File: src/rtl/cp0_exception_sequencer_if.sv
// -----------------------------------------------------------------------------
// cp0_exception_sequencer_if
//
// Bundles the pipeline-facing signals of the CP0 exception sequencer.
//   master : pipeline side (drives cause/ID/mtc0 info, receives redirect/mfc0)
//   slave  : sequencer side
//
// Signals
//   interruptSignal   [2:0]  external interrupt levels, synchronous to clk
//   overflow/undefined/outOfMemory  synchronous exception causes from ID
//   id_pc             [31:0] address of the instruction in ID
//   id_valid, id_stall       ID occupancy / load-use stall
//   eret                     ID holds an eret
//   cp_wr_en, cp_addr, cp_wr_data   mtc0 access
//   cp_rd_data        [31:0] mfc0 read data (combinational from cp_addr)
//   epc_ctrl, jumpAddressExcept, exceptClear   redirect to IF via ID
//   in_handler               sequencer is inside a handler
// -----------------------------------------------------------------------------
interface cp0_exception_sequencer_if;
  logic [2:0]  interruptSignal;
  logic        overflow;
  logic        undefined;
  logic        outOfMemory;
  logic [31:0] id_pc;
  logic        id_valid;
  logic        id_stall;
  logic        eret;
  logic        cp_wr_en;
  logic [4:0]  cp_addr;
  logic [31:0] cp_wr_data;
  logic [31:0] cp_rd_data;
  logic        epc_ctrl;
  logic [31:0] jumpAddressExcept;
  logic        exceptClear;
  logic        in_handler;

  modport master (
    output interruptSignal, overflow, undefined, outOfMemory,
    output id_pc, id_valid, id_stall, eret,
    output cp_wr_en, cp_addr, cp_wr_data,
    input  cp_rd_data, epc_ctrl, jumpAddressExcept, exceptClear, in_handler
  );

  modport slave (
    input  interruptSignal, overflow, undefined, outOfMemory,
    input  id_pc, id_valid, id_stall, eret,
    input  cp_wr_en, cp_addr, cp_wr_data,
    output cp_rd_data, epc_ctrl, jumpAddressExcept, exceptClear, in_handler
  );
endinterface

File: src/rtl/cp0_exception_sequencer.sv
// -----------------------------------------------------------------------------
// cp0_exception_sequencer
//
// Sequences exception/interrupt entry and eret return for the 5-stage
// pipeline. Owns CP0 Status (12), Cause (13) and EPC (14), arbitrates the
// synchronous causes against three edge-latched interrupt lines, drives the
// one-cycle flush/redirect, and serves mfc0/mtc0 decoded in ID.
//
// Ports
//   clk  : system clock
//   rst  : synchronous, active-high reset
//   cp0  : cp0_exception_sequencer_if.slave (see interface header)
//
// Redirects are decoded from the state register, so a request sampled in
// cycle N shows its redirect in cycle N+1, and reset forces every output low
// in the following cycle.
// -----------------------------------------------------------------------------
module cp0_exception_sequencer #(
  parameter logic [31:0] VECTOR_ADDR = 32'h0000_0008,
  parameter int          NUM_IRQ     = 3
) (
  input  logic                  clk,
  input  logic                  rst,
  cp0_exception_sequencer_if.slave cp0
);

  localparam logic [1:0] ST_RUN     = 2'd0;
  localparam logic [1:0] ST_ENTER   = 2'd1;
  localparam logic [1:0] ST_HANDLER = 2'd2;
  localparam logic [1:0] ST_RETURN  = 2'd3;

  localparam logic [4:0] REG_STATUS = 5'd12;
  localparam logic [4:0] REG_CAUSE  = 5'd13;
  localparam logic [4:0] REG_EPC    = 5'd14;

  localparam logic [2:0] CODE_OOM   = 3'd1;
  localparam logic [2:0] CODE_OVF   = 3'd2;
  localparam logic [2:0] CODE_UNDEF = 3'd3;
  localparam logic [2:0] CODE_IRQ0  = 3'd4;

  logic [1:0]         r_state;
  logic               r_ie;
  logic [NUM_IRQ-1:0] r_im;
  logic               r_exl;
  logic               r_saved_ie;   // Status bit5, hidden from mfc0
  logic [2:0]         r_code;
  logic [NUM_IRQ-1:0] r_ip;
  logic               r_df;
  logic [31:0]        r_epc;
  logic [NUM_IRQ-1:0] r_irq_prev;

  logic               w_accept;
  logic               w_sync;
  logic [NUM_IRQ-1:0] w_eligible;
  logic               w_take;
  logic [2:0]         w_code;
  logic [NUM_IRQ-1:0] w_irq_win;
  logic               w_irq_found;
  logic [NUM_IRQ-1:0] w_ip_rise;
  logic [NUM_IRQ-1:0] w_ip_clr;
  logic               w_mtc0;

  assign w_accept   = cp0.id_valid & ~cp0.id_stall;
  assign w_sync     = cp0.outOfMemory | cp0.overflow | cp0.undefined;
  assign w_eligible = {NUM_IRQ{r_ie}} & r_im & r_ip;
  assign w_take     = (r_state == ST_RUN) & w_accept & (w_sync | (|w_eligible));

  // A take flushes the instruction in ID, so a coincident mtc0 never retires.
  assign w_mtc0     = cp0.cp_wr_en & w_accept & ~w_take;

  assign w_ip_rise  = cp0.interruptSignal & ~r_irq_prev;

  // Winner selection: synchronous causes first, then lowest irq index.
  // NOTE: every variable written in always_comb gets a default first; a
  // path that leaves one unassigned would infer a latch.
  always_comb begin
    w_code      = 3'd0;
    w_irq_win   = '0;
    w_irq_found = 1'b0;
    if (cp0.outOfMemory) begin
      w_code = CODE_OOM;
    end else if (cp0.overflow) begin
      w_code = CODE_OVF;
    end else if (cp0.undefined) begin
      w_code = CODE_UNDEF;
    end else begin
      for (int i = 0; i < NUM_IRQ; i++) begin
        if (!w_irq_found && w_eligible[i]) begin
          w_irq_found  = 1'b1;
          w_irq_win[i] = 1'b1;
          w_code       = CODE_IRQ0 + 3'(i);
        end
      end
    end
  end

  // Pending bits clear when taken or by write-1-to-clear; a new edge in the
  // same cycle still wins because the set term is OR'ed in last.
  assign w_ip_clr = (w_take ? w_irq_win : '0)
                  | ((w_mtc0 && cp0.cp_addr == REG_CAUSE) ?
                     cp0.cp_wr_data[8 +: NUM_IRQ] : '0);

  // NOTE: sequential state uses non-blocking assignments only, so every
  // register samples the pre-edge values and later assignments in this block
  // simply take priority over earlier ones.
  always_ff @(posedge clk) begin
    if (rst) begin
      r_state    <= ST_RUN;
      r_ie       <= 1'b0;
      r_im       <= '0;
      r_exl      <= 1'b0;
      r_saved_ie <= 1'b0;
      r_code     <= 3'd0;
      r_ip       <= '0;
      r_df       <= 1'b0;
      r_epc      <= 32'd0;
      r_irq_prev <= '0;
    end else begin
      r_irq_prev <= cp0.interruptSignal;
      r_ip       <= (r_ip & ~w_ip_clr) | w_ip_rise;

      if (w_mtc0 && cp0.cp_addr == REG_STATUS) begin
        r_ie <= cp0.cp_wr_data[0];
        r_im <= cp0.cp_wr_data[1 +: NUM_IRQ];
      end
      if (w_mtc0 && cp0.cp_addr == REG_EPC) begin
        r_epc <= cp0.cp_wr_data;
      end

      // FSM updates come after the mtc0 writes so they override them.
      case (r_state)
        ST_RUN: begin
          if (w_take) begin
            r_epc      <= cp0.id_pc;
            r_code     <= w_code;
            r_exl      <= 1'b1;
            r_ie       <= 1'b0;
            r_saved_ie <= r_ie;
            r_state    <= ST_ENTER;
          end
        end
        ST_ENTER: begin
          r_state <= ST_HANDLER;
        end
        ST_HANDLER: begin
          // A fault inside the handler is only recorded; EPC is preserved.
          if (cp0.id_valid && w_sync) begin
            r_df <= 1'b1;
          end
          if (cp0.eret && w_accept) begin
            r_state <= ST_RETURN;
          end
        end
        ST_RETURN: begin
          r_ie    <= r_saved_ie;
          r_exl   <= 1'b0;
          r_state <= ST_RUN;
        end
        default: r_state <= ST_RUN;
      endcase
    end
  end

  assign cp0.exceptClear       = (r_state == ST_ENTER) | (r_state == ST_RETURN);
  assign cp0.epc_ctrl          = (r_state == ST_ENTER);
  assign cp0.jumpAddressExcept = (r_state == ST_ENTER)  ? VECTOR_ADDR :
                                 (r_state == ST_RETURN) ? r_epc : 32'd0;
  assign cp0.in_handler        = (r_state == ST_HANDLER);

  always_comb begin
    cp0.cp_rd_data = 32'd0;
    case (cp0.cp_addr)
      REG_STATUS: cp0.cp_rd_data = {27'd0, r_exl, r_im, r_ie};
      REG_CAUSE:  cp0.cp_rd_data = {r_df, 20'd0, r_ip, 3'd0, r_code, 2'd0};
      REG_EPC:    cp0.cp_rd_data = r_epc;
      default:    cp0.cp_rd_data = 32'd0;
    endcase
  end

endmodule

File: src/flat_wrapper.sv
// flat-port wrapper written by rule: the top's interface ports become plain ports
module cp0_exception_sequencer_flat 
#(
  parameter logic [31:0] VECTOR_ADDR = 32'h0000_0008,
  parameter int          NUM_IRQ     = 3
)
  (clk, rst, cp0_interruptSignal, cp0_overflow, cp0_undefined, cp0_outOfMemory, cp0_id_pc, cp0_id_valid, cp0_id_stall, cp0_eret, cp0_cp_wr_en, cp0_cp_addr, cp0_cp_wr_data, cp0_cp_rd_data, cp0_epc_ctrl, cp0_jumpAddressExcept, cp0_exceptClear, cp0_in_handler);
  cp0_exception_sequencer_if cp0_i ();
  input  logic clk;
  input  logic rst;
  input wire logic [$bits(cp0_i.interruptSignal)-1:0] cp0_interruptSignal;
  input wire logic [$bits(cp0_i.overflow)-1:0] cp0_overflow;
  input wire logic [$bits(cp0_i.undefined)-1:0] cp0_undefined;
  input wire logic [$bits(cp0_i.outOfMemory)-1:0] cp0_outOfMemory;
  input wire logic [$bits(cp0_i.id_pc)-1:0] cp0_id_pc;
  input wire logic [$bits(cp0_i.id_valid)-1:0] cp0_id_valid;
  input wire logic [$bits(cp0_i.id_stall)-1:0] cp0_id_stall;
  input wire logic [$bits(cp0_i.eret)-1:0] cp0_eret;
  input wire logic [$bits(cp0_i.cp_wr_en)-1:0] cp0_cp_wr_en;
  input wire logic [$bits(cp0_i.cp_addr)-1:0] cp0_cp_addr;
  input wire logic [$bits(cp0_i.cp_wr_data)-1:0] cp0_cp_wr_data;
  output wire logic [$bits(cp0_i.cp_rd_data)-1:0] cp0_cp_rd_data;
  output wire logic [$bits(cp0_i.epc_ctrl)-1:0] cp0_epc_ctrl;
  output wire logic [$bits(cp0_i.jumpAddressExcept)-1:0] cp0_jumpAddressExcept;
  output wire logic [$bits(cp0_i.exceptClear)-1:0] cp0_exceptClear;
  output wire logic [$bits(cp0_i.in_handler)-1:0] cp0_in_handler;
  assign cp0_i.interruptSignal = cp0_interruptSignal;
  assign cp0_i.overflow = cp0_overflow;
  assign cp0_i.undefined = cp0_undefined;
  assign cp0_i.outOfMemory = cp0_outOfMemory;
  assign cp0_i.id_pc = cp0_id_pc;
  assign cp0_i.id_valid = cp0_id_valid;
  assign cp0_i.id_stall = cp0_id_stall;
  assign cp0_i.eret = cp0_eret;
  assign cp0_i.cp_wr_en = cp0_cp_wr_en;
  assign cp0_i.cp_addr = cp0_cp_addr;
  assign cp0_i.cp_wr_data = cp0_cp_wr_data;
  assign cp0_cp_rd_data = cp0_i.cp_rd_data;
  assign cp0_epc_ctrl = cp0_i.epc_ctrl;
  assign cp0_jumpAddressExcept = cp0_i.jumpAddressExcept;
  assign cp0_exceptClear = cp0_i.exceptClear;
  assign cp0_in_handler = cp0_i.in_handler;
  cp0_exception_sequencer #(.VECTOR_ADDR(VECTOR_ADDR), .NUM_IRQ(NUM_IRQ)) u_core (.clk(clk), .rst(rst), .cp0(cp0_i));
endmodule
File: config.mk
export PLATFORM = sky130hd
export DESIGN_NAME = cp0_exception_sequencer_flat
export DESIGN_NICKNAME = d
export VERILOG_FILES = /design/src/rtl/cp0_exception_sequencer_if.sv /design/src/rtl/cp0_exception_sequencer.sv /design/src/flat_wrapper.sv
export SDC_FILE = /design/constraint.sdc
export NUM_CORES = 1
export LEC_CHECK = 0
export ABC_AREA = 1
export ABC_CLOCK_PERIOD_IN_PS = 1600
export CAP_MARGIN = 20
export CELL_PAD_IN_SITES_DETAIL_PLACEMENT = 1
export CELL_PAD_IN_SITES_GLOBAL_PLACEMENT = 1
export CORE_MARGIN = 2
export CORE_UTILIZATION = 24
export CTS_BUF_LIST = sky130_fd_sc_hd__clkbuf_16
export DETAILED_ROUTE_END_ITERATION = 8
export PLACE_DENSITY = 0.84
export SLEW_MARGIN = 20
export SYNTH_ARGS = -nofsm -noshare
export SYNTH_HDL_FRONTEND = slang
export SYNTH_SLANG_ARGS = --single-unit
File: constraint.sdc
create_clock -name clk -period 1.6 [get_ports clk]
set_input_delay 0.24 -clock clk [delete_from_list [all_inputs] [get_ports clk]]
set_output_delay 0.24 -clock clk [all_outputs]
set_load 0.05 [all_outputs]
After elaboration in Yosys (flattened, before gate mapping)
Index checks and enable logic that the tools add are counted.
{"block": "totals", "out_inout_bits": 67, "inputBits": 81, "register_bits": 50, "word_cells": 88}
{"block": "classes", "mux": 35, "bitwise": 19, "n_eq_ne": 8, "reduce_logical": 16}
{"operator": "32-bit 2-to-1 mux", "count": 5}
{"operator": "32-bit case mux with 3 select lines", "count": 1}
{"operator": "3-bit 2-to-1 mux", "count": 11}
{"operator": "5-bit by 4-bit == test with 1-bit output (second input constant)", "count": 3}
{"operator": "1-bit 2-to-1 mux", "count": 13}
{"operator": "3-bit bitwise AND", "count": 4}
{"operator": "2-bit case mux with 4 select lines", "count": 1}
{"operator": "2-bit AND reduction", "count": 4}
{"operator": "1-bit logical AND", "count": 7}
{"operator": "3-bit inverter", "count": 2}
{"operator": "3-bit bitwise OR", "count": 2}
{"operator": "1-bit bitwise AND", "count": 5}
{"operator": "2-bit == test (second input constant)", "count": 2}
{"operator": "2-bit 2-to-1 mux", "count": 2}
{"operator": "2-bit by 1-bit inequality test with 1-bit output (second input constant)", "count": 2}
{"operator": "1-bit bitwise OR", "count": 4}
{"operator": "1-bit case mux with 2 select lines", "count": 2}
{"operator": "3-bit OR reduction", "count": 1}
{"operator": "2-bit by 1-bit == test with 1-bit output (second input constant)", "count": 1}
{"operator": "1-bit logical NOT", "count": 2}
{"operator": "2-bit logical NOT", "count": 1}
{"operator": "1-bit inverter", "count": 2}
{"operator": "2-bit nonzero test", "count": 1}

Depth between registers and ports, before layout
{"block": "logic_depth", "ltp_word": 23, "depth_mapped": 10, "mapped_depth_nobuf": 9}

Least setup slack after synthesis
Ideal clock, no wire load.
{"block": "synth_timing", "path_kind": "reg2out", "startpoint": "register u_core.r_state[1]", "endpoint": "output port cp0_jumpAddressExcept[0]", "t_required_ns": 1.360, "arrival_time_ns": 1.881, "path_stages_with_launch": 7, "path_slack_ns": -0.521, "n_path_buf": 1, "cell_sequence": "dfxtp_1 > inv_1 > ha_1 > inv_1 > nand2_1 > clkbuf_1 > nor2_1"}
{"block": "synth_via", "elab_cells_between_ends": 4, "classes_between": "eq/ne: 2; mux: 2"}
{"item": "start, declared", "line_no": "cp0_exception_sequencer.sv:41", "source": "logic [1:0] r_state;"}
{"item": "start signal, assigned", "line_no": "cp0_exception_sequencer.sv:108", "source": "r_state <= ST_RUN;"}
{"item": "start signal, assigned", "line_no": "cp0_exception_sequencer.sv:139", "source": "r_state <= ST_ENTER;"}
{"item": "start signal, assigned", "line_no": "cp0_exception_sequencer.sv:143", "source": "r_state <= ST_HANDLER;"}
{"item": "2-bit by 1-bit == test with 1-bit output"}
{"item": "named net cp0_epc_ctrl", "line_no": "flat_wrapper.sv:23", "source": "output wire logic [$bits(cp0_i.epc_ctrl)-1:0] cp0_epc_ctrl;"}
{"item": "32-bit 2-to-1 mux", "line_no": "cp0_exception_sequencer.sv:166", "source": "assign cp0.jumpAddressExcept = (r_state == ST_ENTER) ? VECTOR_ADDR :"}
{"item": "end, declared", "line_no": "flat_wrapper.sv:24", "source": "output wire logic [$bits(cp0_i.jumpAddressExcept)-1:0] cp0_jumpAddressExcept;"}
The timed path passes the listed nets, and every way through them passes these cells.

Worst setup path after layout
{"block": "layout_timing", "startpoint": "register u_core.r_state[1]", "endpoint": "output port cp0_jumpAddressExcept[10]"}
{"block": "layout_via", "elab_chain_cells": 3, "elab_cells_between_ends": 4, "classes_between": "eq/ne: 2; mux: 2"}
{"item": "2-bit == test", "line_no": "cp0_exception_sequencer.sv:167", "source": "(r_state == ST_RETURN) ? r_epc : 32'd0;"}
{"item": "32-bit 2-to-1 mux", "line_no": "cp0_exception_sequencer.sv:167"}
{"item": "32-bit 2-to-1 mux (*)", "line_no": "cp0_exception_sequencer.sv:166"}
Mark *: on every way between the ends. The rest lies on a longest branch, timed or not.

==> metrics.md <==
| Metric | Value |
|---|---|
| Vias per cell | 5.054 |
| Place WS | -0.4404 ns |
| Number of port buffers | 147 |
| Leakage | 0.003195 uW |
| Crit path from | u_core.r_state[1] |
| Syn_area_per_cell | 6.389 sq um |
| Clock transition at path regs | 0.07 ns |
| Commonest non-fill, non-tap cell in the layout | buf_12 |
| 1st-iter DRT viols | 194 |
| Detailed Route WL | 19570 microns |
| Clock Sinks | 50 |
| Die height | 117.2 microns |
| Yosys warnings | 0 |
| Starting Density | 24.45% |
| WL met2 | 10780 microns |
| CTS Buf Count | 5 |
| P&R area growth vs syn | 158.1% |
| CTS root buffer | clkbuf_16 |
| Setup WS post-layout | -0.2804 ns |
| Post-synthesis sequential area ratio | 32.57% |
| Initial antenna violation count | 0 |
| CTS tree | built |
| HP Class | register to register |
| Setup crit end | cp0_jumpAddressExcept[10] |
| Critical path class | register to output port |
| Routed WL per cell | 22.62 microns |
| Sw Ratio | 39.35% |
| Reg area | 0.001005 sq mm |
| P per Cell Area | 776.5 mW/mm^2 |
| Die X | 117.2 microns |
| Worst VDD drop | 573.2 uV |
| Total Routing Usage GR | 27.22% |
| Reg power frac | 26.0% |
| Num rows | 41 |
| Final setup fails | 110 |
| I/O pins | 148 |
| Clock power share | 20.1% |
| Syn Nets | 567 |
| Die area | 0.01373 sq mm |
| Required time worst endpoint | 1.36 ns |
| Worst Tran Pin Value | 0.3225 ns |
| Layout cells sized above 1 | 53.61% |
| Routability cong. | 0.8055 |
| CP startpoint kind | register |
| DR WL met3 | 1051 microns |
| FMAX | 531.8 MHz |
| Status | complete, but fails checks |
| Hold Violations, Final | 0 |
| FF-to-FF End | u_core.r_epc[20] |
| Total number of vias | 4372 |
| Clk_lat worst skew | 0.29 ns |
| Total power | 6160 uW |
| Worst setup EP type | output port |
| Core Area | 0.01257 sq mm |
| Switch Pwr | 2424 uW |
| Int Pwr | 3736 uW |
| R2r startpoint | u_core.r_im[2] |
| H-Tree Depth | 2 |
| Critical path arrival | 1.64 ns |
| Syn Inst Count | 481 |
| Fill count | 1312 |
| Final HPWL DP | 10990 microns |
| Vias in the first global route | 5030 |
| Multi-input gate area | 0.002795 sq mm |
| R2R Setup Slk | -0.28 ns |
| Hold slack | 0.4315 ns |
| Largest net degree at the start of global routing | 23 |
| Max_cap viols | 0 |
| # hold bufs at CTS | 0 |
| DRT antenna net count | 0 |
| Nets | 777 |
| Cell Area, Synth | 0.003073 sq mm |
| Total gr overflow | 0 |
| Setup Skew | 0.007339 ns |
| Comb power frac | 53.9% |
| Leading cell types in the layout, fill and taps excluded | 82 x buf_12, 74 x inv_1, 72 x clkdlybuf4s50_1 |
| Non-filler cells, final | 865 |
| DR pass1 iterations | 4 |
| Tmin final | 1.880 ns |
| Top Layer Used | met4 |
| Metal-1 WL | 7052 microns |
| Worst reg2reg path depth | 11 |
| Failing checks | setup timing |
| Global-route wire length before repair | 28050 microns |
| Final period util | 117.5% |
| RSZ-0062 raised after global routing | yes |
| Post-synth cell types | 31 |
| Longest Clk Path Bufs | 2 |
| DRC | 0 |
| CP max FO | 7 |
| Dpl cells | 816 |
| Pins over their slew limit | 0 |
| Relative slew margins | 78.50% |
| #FFs+latches synth | 50 |
==> per-stage QoR <==
stage	area (sq um)	util (%)	setup TNS [ns]
floorplan	3597	-	-1.441
global placement	6255	49.77	-21.69
detailed placement	6255	49.77	-27.03
CTS	7545	60.03	-14.00
global route	7930	63.10	-26.39
finish	7933	63.12	-20.11
==> power groups by stage <==
stage	Sequential (uW)	Clock (uW)	Combinational, uW
floorplan	1530	0	1230
finish	1600	1240	3320
CTS	1560	1240	2820
global placement	1540	0	2040
global route	1620	1310	3490
detailed placement	1550	0	2150
==> synthesized netlist by cell type <==
master	instances	area, sq um
inv_1	91	341.6
nand3_1	73	365.4
nor2_1	64	240.2
nand2_1	56	210.2
dfxtp_1	50	1001
nand4_1	33	206.5
or2_1	16	100.1
a21oi_1	14	70.07
buf_2	12	60.06
o21ai_0	12	60.06
clkbuf_1	11	41.29
or2_2	7	43.79
o22ai_1	6	37.54
or2_0	6	37.54
buf_4	5	37.54
ha_1	5	62.56
nand3_2	3	30.03
o221ai_1	3	26.28
buf_1	2	7.510
a211oi_1	1	7.510
a31oi_1	1	6.260
and3_1	1	6.260
clkbuf_2	1	5.000
clkinv_1	1	3.750
nand3b_1	1	7.510
nor3_2	1	10.01
nor3_4	1	16.27
nor3b_1	1	7.510
o21ai_1	1	5.000
o21bai_2	1	11.26
o31ai_1	1	7.510
==> sequential cells by signal, indices dropped and copies added (netlist names) <==
register and flops:
u_core.r_im 3, u_core.r_exl 1, u_core.r_saved_ie 1, u_core.r_code 3
u_core.r_state 2, u_core.r_irq_prev 3, u_core.r_ie 1, u_core.r_epc 32
u_core.r_df 1, u_core.r_ip 3
==> how the worst min path moves through the flow <==
stage	start	endpoint	slack, ns	depth (start not counted)
after global routing	u_core.r_irq_prev[2]	u_core.r_ip[2]	0.45	1
final	u_core.r_irq_prev[2]	u_core.r_ip[2]	0.43	1
after global placement	u_core.r_irq_prev[1]	u_core.r_ip[1]	0.40	1
after floorplan	rst	u_core.r_code[2]	0.31	1
after CTS	u_core.r_irq_prev[0]	u_core.r_ip[0]	0.41	1
after detailed placement	u_core.r_irq_prev[0]	u_core.r_ip[0]	0.42	1
==> kinds of logic (layout without fill, tap and decap cells) <==
group,after synthesis,in the layout,share of synthesized area (%)
AO/OA/AOI/OAI,40,40,7.533
adder cells (fa/ha/maj),5,5,2.036
buffers and inverters,123,334,16.16
flip-flops,50,50,32.57
other,0,1,0
AND/OR/NAND/NOR,263,263,41.69
==> area by class of cell <==
| cell class | count | area share [%] |
|---|---|---|
| Multi-Input combinational cell | 308 | 35.24 |
| Tap cell | 172 | 2.713 |
| Inverter | 92 | 4.590 |
| Antenna cell | 1 | 0.03155 |
| Timing Repair Buffer | 234 | 42.71 |
| Clock buffer | 5 | 1.577 |
| Sequential cell | 50 | 12.67 |
| Clock inverter | 3 | 0.4732 |
==> routing by layer <==
layer / global-route usage, % / vias up
met2: 51.38 / 182
met1: 29.43 / 2170
met3: 5.149 / 52
li1: - / 1968
met4: 11.61 / 0
met5: 0 / -
==> critical path, cell delays in order (launching register included) <==
cell     delay (ns)
dfxtp_2        0.34
inv_2          0.05
buf_6          0.12
ha_4           0.16
inv_4          0.08
nand2_8        0.12
buf_12         0.19
nor2_4         0.13
buf_12         0.15
==> repair_timing <==
action / in CTS / in global routing
endpoints found under the setup margin: 109 / 110
hold endpoints to repair: 0 / 0
pin swaps: 27 / 39
gates cloned: 13 / 3
gates resized for setup: 189 / 91
setup buffers: 19 / 14
Note: power is estimated with default switching activity, not from simulation.
